[src/rtl/hazard_info_pipe_pkg.sv]
// Shared opcode/funct constants and the per-stage hazard info bundle.
// Imported by the decoder and the pipeline-register top.
package hazard_info_pipe_pkg;

    localparam logic [5:0] OP_RTYPE = 6'h00;
    localparam logic [5:0] OP_J     = 6'h02;
    localparam logic [5:0] OP_JAL   = 6'h03;
    localparam logic [5:0] OP_BEQ   = 6'h04;
    localparam logic [5:0] OP_ORI   = 6'h0d;
    localparam logic [5:0] OP_LUI   = 6'h0f;
    localparam logic [5:0] OP_LW    = 6'h23;
    localparam logic [5:0] OP_SW    = 6'h2b;

    localparam logic [5:0] FN_JR    = 6'h08;
    localparam logic [5:0] FN_ADDU  = 6'h21;
    localparam logic [5:0] FN_SUBU  = 6'h23;

    // Tuse reported for an operand the instruction never reads
    localparam logic [1:0] TUSE_NONE = 2'd3;
    // Link register written by jal
    localparam logic [4:0] RA_REG    = 5'd31;

    typedef struct packed {
        logic [4:0] wa;
        logic       we;
        logic [1:0] tnew;
        logic [4:0] rs;
        logic [4:0] rt;
    } stage_info_t;

    // One cycle of aging; saturates at 0 so Tnew never wraps to 3
    function automatic logic [1:0] tnew_age(input logic [1:0] t);
        return (t == 2'd0) ? 2'd0 : t - 2'd1;
    endfunction

endpackage

[src/rtl/hazard_info_pipe_decode.sv]
// hazard_info_decode: combinational D-stage decode of dest reg, write
// enable, Tnew at E and operand Tuse. Ports: instr_i/valid_i in; wa/we/tnew/Tuse out.
module hazard_info_decode
    import hazard_info_pipe_pkg::*;
(
    input  logic [31:0] instr_i,
    input  logic        valid_i,
    output logic [4:0]  wa_o,
    output logic        we_o,
    output logic [1:0]  tnew_o,
    output logic [1:0]  rs_tuse_o,
    output logic [1:0]  rt_tuse_o
);

    logic [5:0] op;
    logic [5:0] fn;
    logic [4:0] rt;
    logic [4:0] rd;
    logic       is_r;
    logic       is_alu;
    logic       is_jr;
    logic       is_ori;
    logic       is_lui;
    logic       is_lw;
    logic       is_sw;
    logic       is_beq;
    logic       is_jal;
    logic       wr;
    logic [4:0] wa;
    logic       unused_shamt;

    assign op = instr_i[31:26];
    assign fn = instr_i[5:0];
    assign rt = instr_i[20:16];
    assign rd = instr_i[15:11];
    assign unused_shamt = ^instr_i[10:6];

    assign is_r   = valid_i && (op == OP_RTYPE);
    assign is_alu = is_r && ((fn == FN_ADDU) || (fn == FN_SUBU));
    assign is_jr  = is_r && (fn == FN_JR);
    assign is_ori = valid_i && (op == OP_ORI);
    assign is_lui = valid_i && (op == OP_LUI);
    assign is_lw  = valid_i && (op == OP_LW);
    assign is_sw  = valid_i && (op == OP_SW);
    assign is_beq = valid_i && (op == OP_BEQ);
    assign is_jal = valid_i && (op == OP_JAL);

    always_comb begin
        wr        = 1'b0;
        wa        = 5'd0;
        tnew_o    = 2'd0;
        rs_tuse_o = TUSE_NONE;
        rt_tuse_o = TUSE_NONE;
        unique case (1'b1)
            is_alu: begin
                wr        = 1'b1;
                wa        = rd;
                tnew_o    = 2'd1;
                rs_tuse_o = 2'd1;
                rt_tuse_o = 2'd1;
            end
            is_ori: begin
                wr        = 1'b1;
                wa        = rt;
                tnew_o    = 2'd1;
                rs_tuse_o = 2'd1;
            end
            is_lui: begin
                wr     = 1'b1;
                wa     = rt;
                tnew_o = 2'd1;
            end
            is_lw: begin
                wr        = 1'b1;
                wa        = rt;
                tnew_o    = 2'd2;
                rs_tuse_o = 2'd1;
            end
            is_sw: begin
                rs_tuse_o = 2'd1;
                rt_tuse_o = 2'd2;
            end
            is_beq: begin
                rs_tuse_o = 2'd0;
                rt_tuse_o = 2'd0;
            end
            is_jr: begin
                rs_tuse_o = 2'd0;
            end
            is_jal: begin
                wr = 1'b1;
                wa = RA_REG;
            end
            default: begin
            end
        endcase
    end

    // $0 is never a real producer, so it must never cause a stall
    assign wa_o = wa;
    assign we_o = wr && (wa != 5'd0);

endmodule

[src/rtl/hazard_info_pipe.sv]
// hazard_info_pipe: decodes D-stage hazard info and carries it through E/M/W,
// aging Tnew. Ports: clk/reset, instr_1/valid_1/stall in; D comb + E/M/W regs out.
module hazard_info_pipe
    import hazard_info_pipe_pkg::*;
(
    input  logic        clk,
    input  logic        reset,
    input  logic [31:0] instr_1,
    input  logic        valid_1,
    input  logic        stall,
    output logic [4:0]  rs_1,
    output logic [4:0]  rt_1,
    output logic [1:0]  rsTuse,
    output logic [1:0]  rtTuse,
    output logic [4:0]  rs_2,
    output logic [4:0]  rt_2,
    output logic [4:0]  rt_3,
    output logic [4:0]  regWA_2,
    output logic [4:0]  regWA_3,
    output logic [4:0]  regWA_4,
    output logic        RegWrite_2,
    output logic        RegWrite_3,
    output logic        RegWrite_4,
    output logic [1:0]  Tnew_2,
    output logic [1:0]  Tnew_3,
    output logic [1:0]  Tnew_4
);

    logic [4:0]  dec_wa;
    logic        dec_we;
    logic [1:0]  dec_tnew;
    stage_info_t d_info;
    stage_info_t e_d;
    stage_info_t e_q;
    stage_info_t m_d;
    stage_info_t m_q;
    stage_info_t w_d;
    stage_info_t w_q;
    logic        unused_fields;

    assign rs_1 = instr_1[25:21];
    assign rt_1 = instr_1[20:16];

    hazard_info_decode u_decode (
        .instr_i   (instr_1),
        .valid_i   (valid_1),
        .wa_o      (dec_wa),
        .we_o      (dec_we),
        .tnew_o    (dec_tnew),
        .rs_tuse_o (rsTuse),
        .rt_tuse_o (rtTuse)
    );

    // A D-stage bubble carries no source fields either
    always_comb begin
        d_info      = '0;
        d_info.wa   = dec_wa;
        d_info.we   = dec_we;
        d_info.tnew = dec_tnew;
        if (valid_1) begin
            d_info.rs = rs_1;
            d_info.rt = rt_1;
        end
    end

    always_comb begin
        e_d = stall ? '0 : d_info;
        m_d = e_q;
        m_d.tnew = tnew_age(e_q.tnew);
        w_d = m_q;
        w_d.tnew = tnew_age(m_q.tnew);
    end

    always_ff @(posedge clk or posedge reset) begin
        if (reset) begin
            e_q <= '0;
            m_q <= '0;
            w_q <= '0;
        end else begin
            e_q <= e_d;
            m_q <= m_d;
            w_q <= w_d;
        end
    end

    assign rs_2       = e_q.rs;
    assign rt_2       = e_q.rt;
    assign rt_3       = m_q.rt;
    assign regWA_2    = e_q.wa;
    assign regWA_3    = m_q.wa;
    assign regWA_4    = w_q.wa;
    assign RegWrite_2 = e_q.we;
    assign RegWrite_3 = m_q.we;
    assign RegWrite_4 = w_q.we;
    assign Tnew_2     = e_q.tnew;
    assign Tnew_3     = m_q.tnew;
    assign Tnew_4     = w_q.tnew;

    assign unused_fields = ^{m_q.rs, w_q.rs, w_q.rt};

endmodule
[config.mk]
export PLATFORM = sky130hd
export DESIGN_NAME = hazard_info_pipe
export DESIGN_NICKNAME = d
export VERILOG_FILES = /design/src/rtl/hazard_info_pipe_pkg.sv /design/src/rtl/hazard_info_pipe_decode.sv /design/src/rtl/hazard_info_pipe.sv
export SDC_FILE = /design/constraint.sdc
export NUM_CORES = 1
export LEC_CHECK = 0
export CAP_MARGIN = 0
export CORE_MARGIN = 3
export CORE_UTILIZATION = 41
export CTS_BUF_LIST = sky130_fd_sc_hd__clkbuf_8 sky130_fd_sc_hd__clkbuf_16
export DETAILED_ROUTE_END_ITERATION = 8
export PLACE_DENSITY = 0.92
export SYNTH_ARGS = -nofsm -noshare
export SYNTH_HDL_FRONTEND = slang
export SYNTH_SLANG_ARGS = --single-unit
[constraint.sdc]
create_clock -name clk -period 8.04 [get_ports clk]
set_input_delay 2.412 -clock clk [delete_from_list [all_inputs] [get_ports clk]]
set_output_delay 2.412 -clock clk [all_outputs]
set_load 0.01 [all_outputs]
==> results.txt <==
Layout cells sized above 1 -> 0.0825
Total CTS buffers -> 5
CP endpoint kind -> output pin
Fin nets -> 229
RSZ-0062 raised after global routing -> false
VDD IR-drop max -> 70.3 µV
FF-to-FF End -> Tnew_4[1]$_DFF_PP0_
Worst setup SP type -> primary input
Number of global-route vias before repair -> 1153
Post-DRT Antenna Nets -> 0
Final instance area -> 2390 µm²
Post-synth EDFFs -> 0
Clock-pin transition on the worst setup and hold timing paths -> 80 ps
Worst Hold Class -> reg -> reg
Area after DPL -> 2270 µm²
Final period util -> 0.864
CTS H-Tree Depth -> 2
Die Wd -> 69.1 µm
Post-Synthesis Cells -> 138
CTS Buffer Depth -> 2
Root Buffer -> clkbuf_8
Critical Path Sink -> rsTuse[1]
Post-synth top cells -> dfrtp_1, buf_4, and2_1
Initial Utilization -> 0.436
GP Congestion -> 0.749
Clk sinks -> 39
Starting DRC count in detailed routing -> 75
Asr flop ratio synth -> 1.00
Register area share after synthesis -> 0.597
Final setup vio count -> 0
Largest cells by area after synthesis -> dfrtp_1, buf_4, and2_1, a31oi_1, o21ai_0
PostCTS Resize Cnt -> 0
Final slew viol count -> 0
Power per cell area -> 172 nW/µm²
Final setup TNS -> 0 ps
Reg2Reg Depth -> 1
Core footprint -> 3740 µm²
Grt ovf -> 0
Total Wirelength -> 3330 µm
WS Path Type -> in -> out
Max_slew headroom -> 0.435
First-pass GRT wire length -> 5190 µm
Tot GR Track Use -> 0.139
DP Worst Slack -> 1070 ps
Prevailing post-synth register cell -> dfrtp_1
# DRC -> 0
Max-Cap Viols -> 0
Status -> finished, final reports clean
Syn Area/Cell -> 11.8 µm²
Critical R2R Launch -> Tnew_3[0]$_DFF_PP0_
IO Pins -> 89
Setup slack after layout -> 1090 ps
DR vias -> 1126
Pleak -> 1.03 nW
Final min period -> 6950 ps
First-pass DRT Iterations -> 4
Top-count cell post-synth -> dfrtp_1
Setup Buffers After CTS -> 0
Clock skew -> 6.52 ps
Filler cell count -> 312
DR WL/cell -> 13.8 µm
Number of distinct library cells after synthesis -> 28
Maximum clock rate -> 144 MHz
CP arrival -> 4540 ps
Actual slew at the worst max-slew pin -> 835 ps
Final Hold Fails -> 0
FF-to-FF setup slack -> 7370 ps
Port buffer count -> 83
Initial antenna violation count -> 0
Post-Syn Area -> 1630 µm²
FF+latch count, synth -> 39
Crit path max fanout -> 8
Hold Buf Count CTS -> 0
Total number of yosys warnings -> 0
Row cnt -> 22
Via density per instance -> 4.65
Clk_lat worst skew -> 280 ps
Crit path required time -> 5630 ps
Worst setup path startpoint -> valid_1
Largest net degree at the start of global routing -> 40
DIE AREA -> 4780 µm²
DIE HEIGHT -> 69.1 µm
Number of diodes -> 0
Hold WS -> 372 ps
Layout area overhead -> 46.1%
HPWL Detailed -> 2610 µm
Share of the synthesized area in the top cell type -> 0.597
Post-synth net total -> 174
Cell taking the most area after synthesis -> dfrtp_1
CTS tree -> built
critical path: stages:
cell and delay [ps]:
clkdlybuf4s50_1 510, or3b_4 410, nor4_4 460, a21oi_1 60, and3_1 200, clkdlybuf4s50_1 480
cells by family after synthesis:
logic type,count (synthesis),share of synthesized area
AOI/OAI and AO/OA,17,0.0628
and+or+nand+nor,42,0.168
buffers and inverters,40,0.172
DFF,39,0.597
layout by cell type, fill, tap and decap left out, types with 2 or more instances in the layout:
cell	instances
clkbuf_8	6
inv_1	3
o21ai_0	6
nor2_1	4
nor4_1	2
clkdlybuf4s50_1	83
a31oi_1	6
nor2b_1	3
and2_1	12
or2_2	2
dfrtp_1	39
or4_1	2
buf_4	2
nand2_1	7
metrics by stage:
| stage | total power [mW] | utilization | instances |
|---|---|---|---|
| floorplan | 0.226 | - | 138 |
| global placement | 0.250 | 0.606 | 234 |
| detailed placement | 0.251 | 0.606 | 234 |
| CTS | 0.414 | 0.638 | 242 |
| global route | 0.425 | 0.638 | 242 |
| finish | 0.410 | 0.638 | 242 |
flip-flops by register name (all words and copies together), names as in the netlist:
name        flops
RegWrite_2      1
RegWrite_3      1
RegWrite_4      1
Tnew_2          2
Tnew_3          2
Tnew_4          2
regWA_2         5
regWA_3         5
regWA_4         5
rs_2            5
rt_2            5
rt_3            5
per-layer routing:
layer / GRT usage / vias up / share of wire
met2: 0.249 / 67 / 0.53
li1: - / 536 / -
met3: 0.0394 / 8 / 0.089
met1: 0.141 / 515 / 0.36
met4: 0.0824 / 0 / 0.026
met5: 0 / - / 0
report_power, final:
group	total, mW	internal [mW]	leakage, nW	switching [mW]
clock network	0.164	0.100	0.0612	0.0635
registers	0.201	0.200	0.536	0.00128
logic	0.0452	0.0274	0.435	0.0179
total	0.410	0.327	1.03	0.0826
worst min-delay path by stage:
stage                               startpoint                    to  slack (ps)  depth (start not counted)
final                     regWA_3[1]$_DFF_PP0_  regWA_4[1]$_DFF_PP0_         370                          0
after global routing         rt_2[3]$_DFF_PP0_     rt_3[3]$_DFF_PP0_         380                          0
after CTS                    rt_2[3]$_DFF_PP0_     rt_3[3]$_DFF_PP0_         370                          0
after detailed placement     rt_2[3]$_DFF_PP0_     rt_3[3]$_DFF_PP0_         360                          0
after global placement    RegWrite_2$_DFF_PP0_  RegWrite_3$_DFF_PP0_         350                          0
after floorplan           regWA_2[0]$_DFF_PP0_  regWA_3[0]$_DFF_PP0_         350                          0
cell type report:
| type | count | area [µm²] | area share |
|---|---|---|---|
| clock buffers | 6 | 82.6 | 0.0346 |
| flip-flops and latches | 39 | 976 | 0.409 |
| inverters | 3 | 11.3 | 0.00472 |
| multi-input cells | 59 | 377 | 0.158 |
| repair buffers | 85 | 846 | 0.354 |
| clock inverters | 2 | 35.0 | 0.0147 |
| well taps | 48 | 60.1 | 0.0252 |
Power figures use the tool's default switching activity.
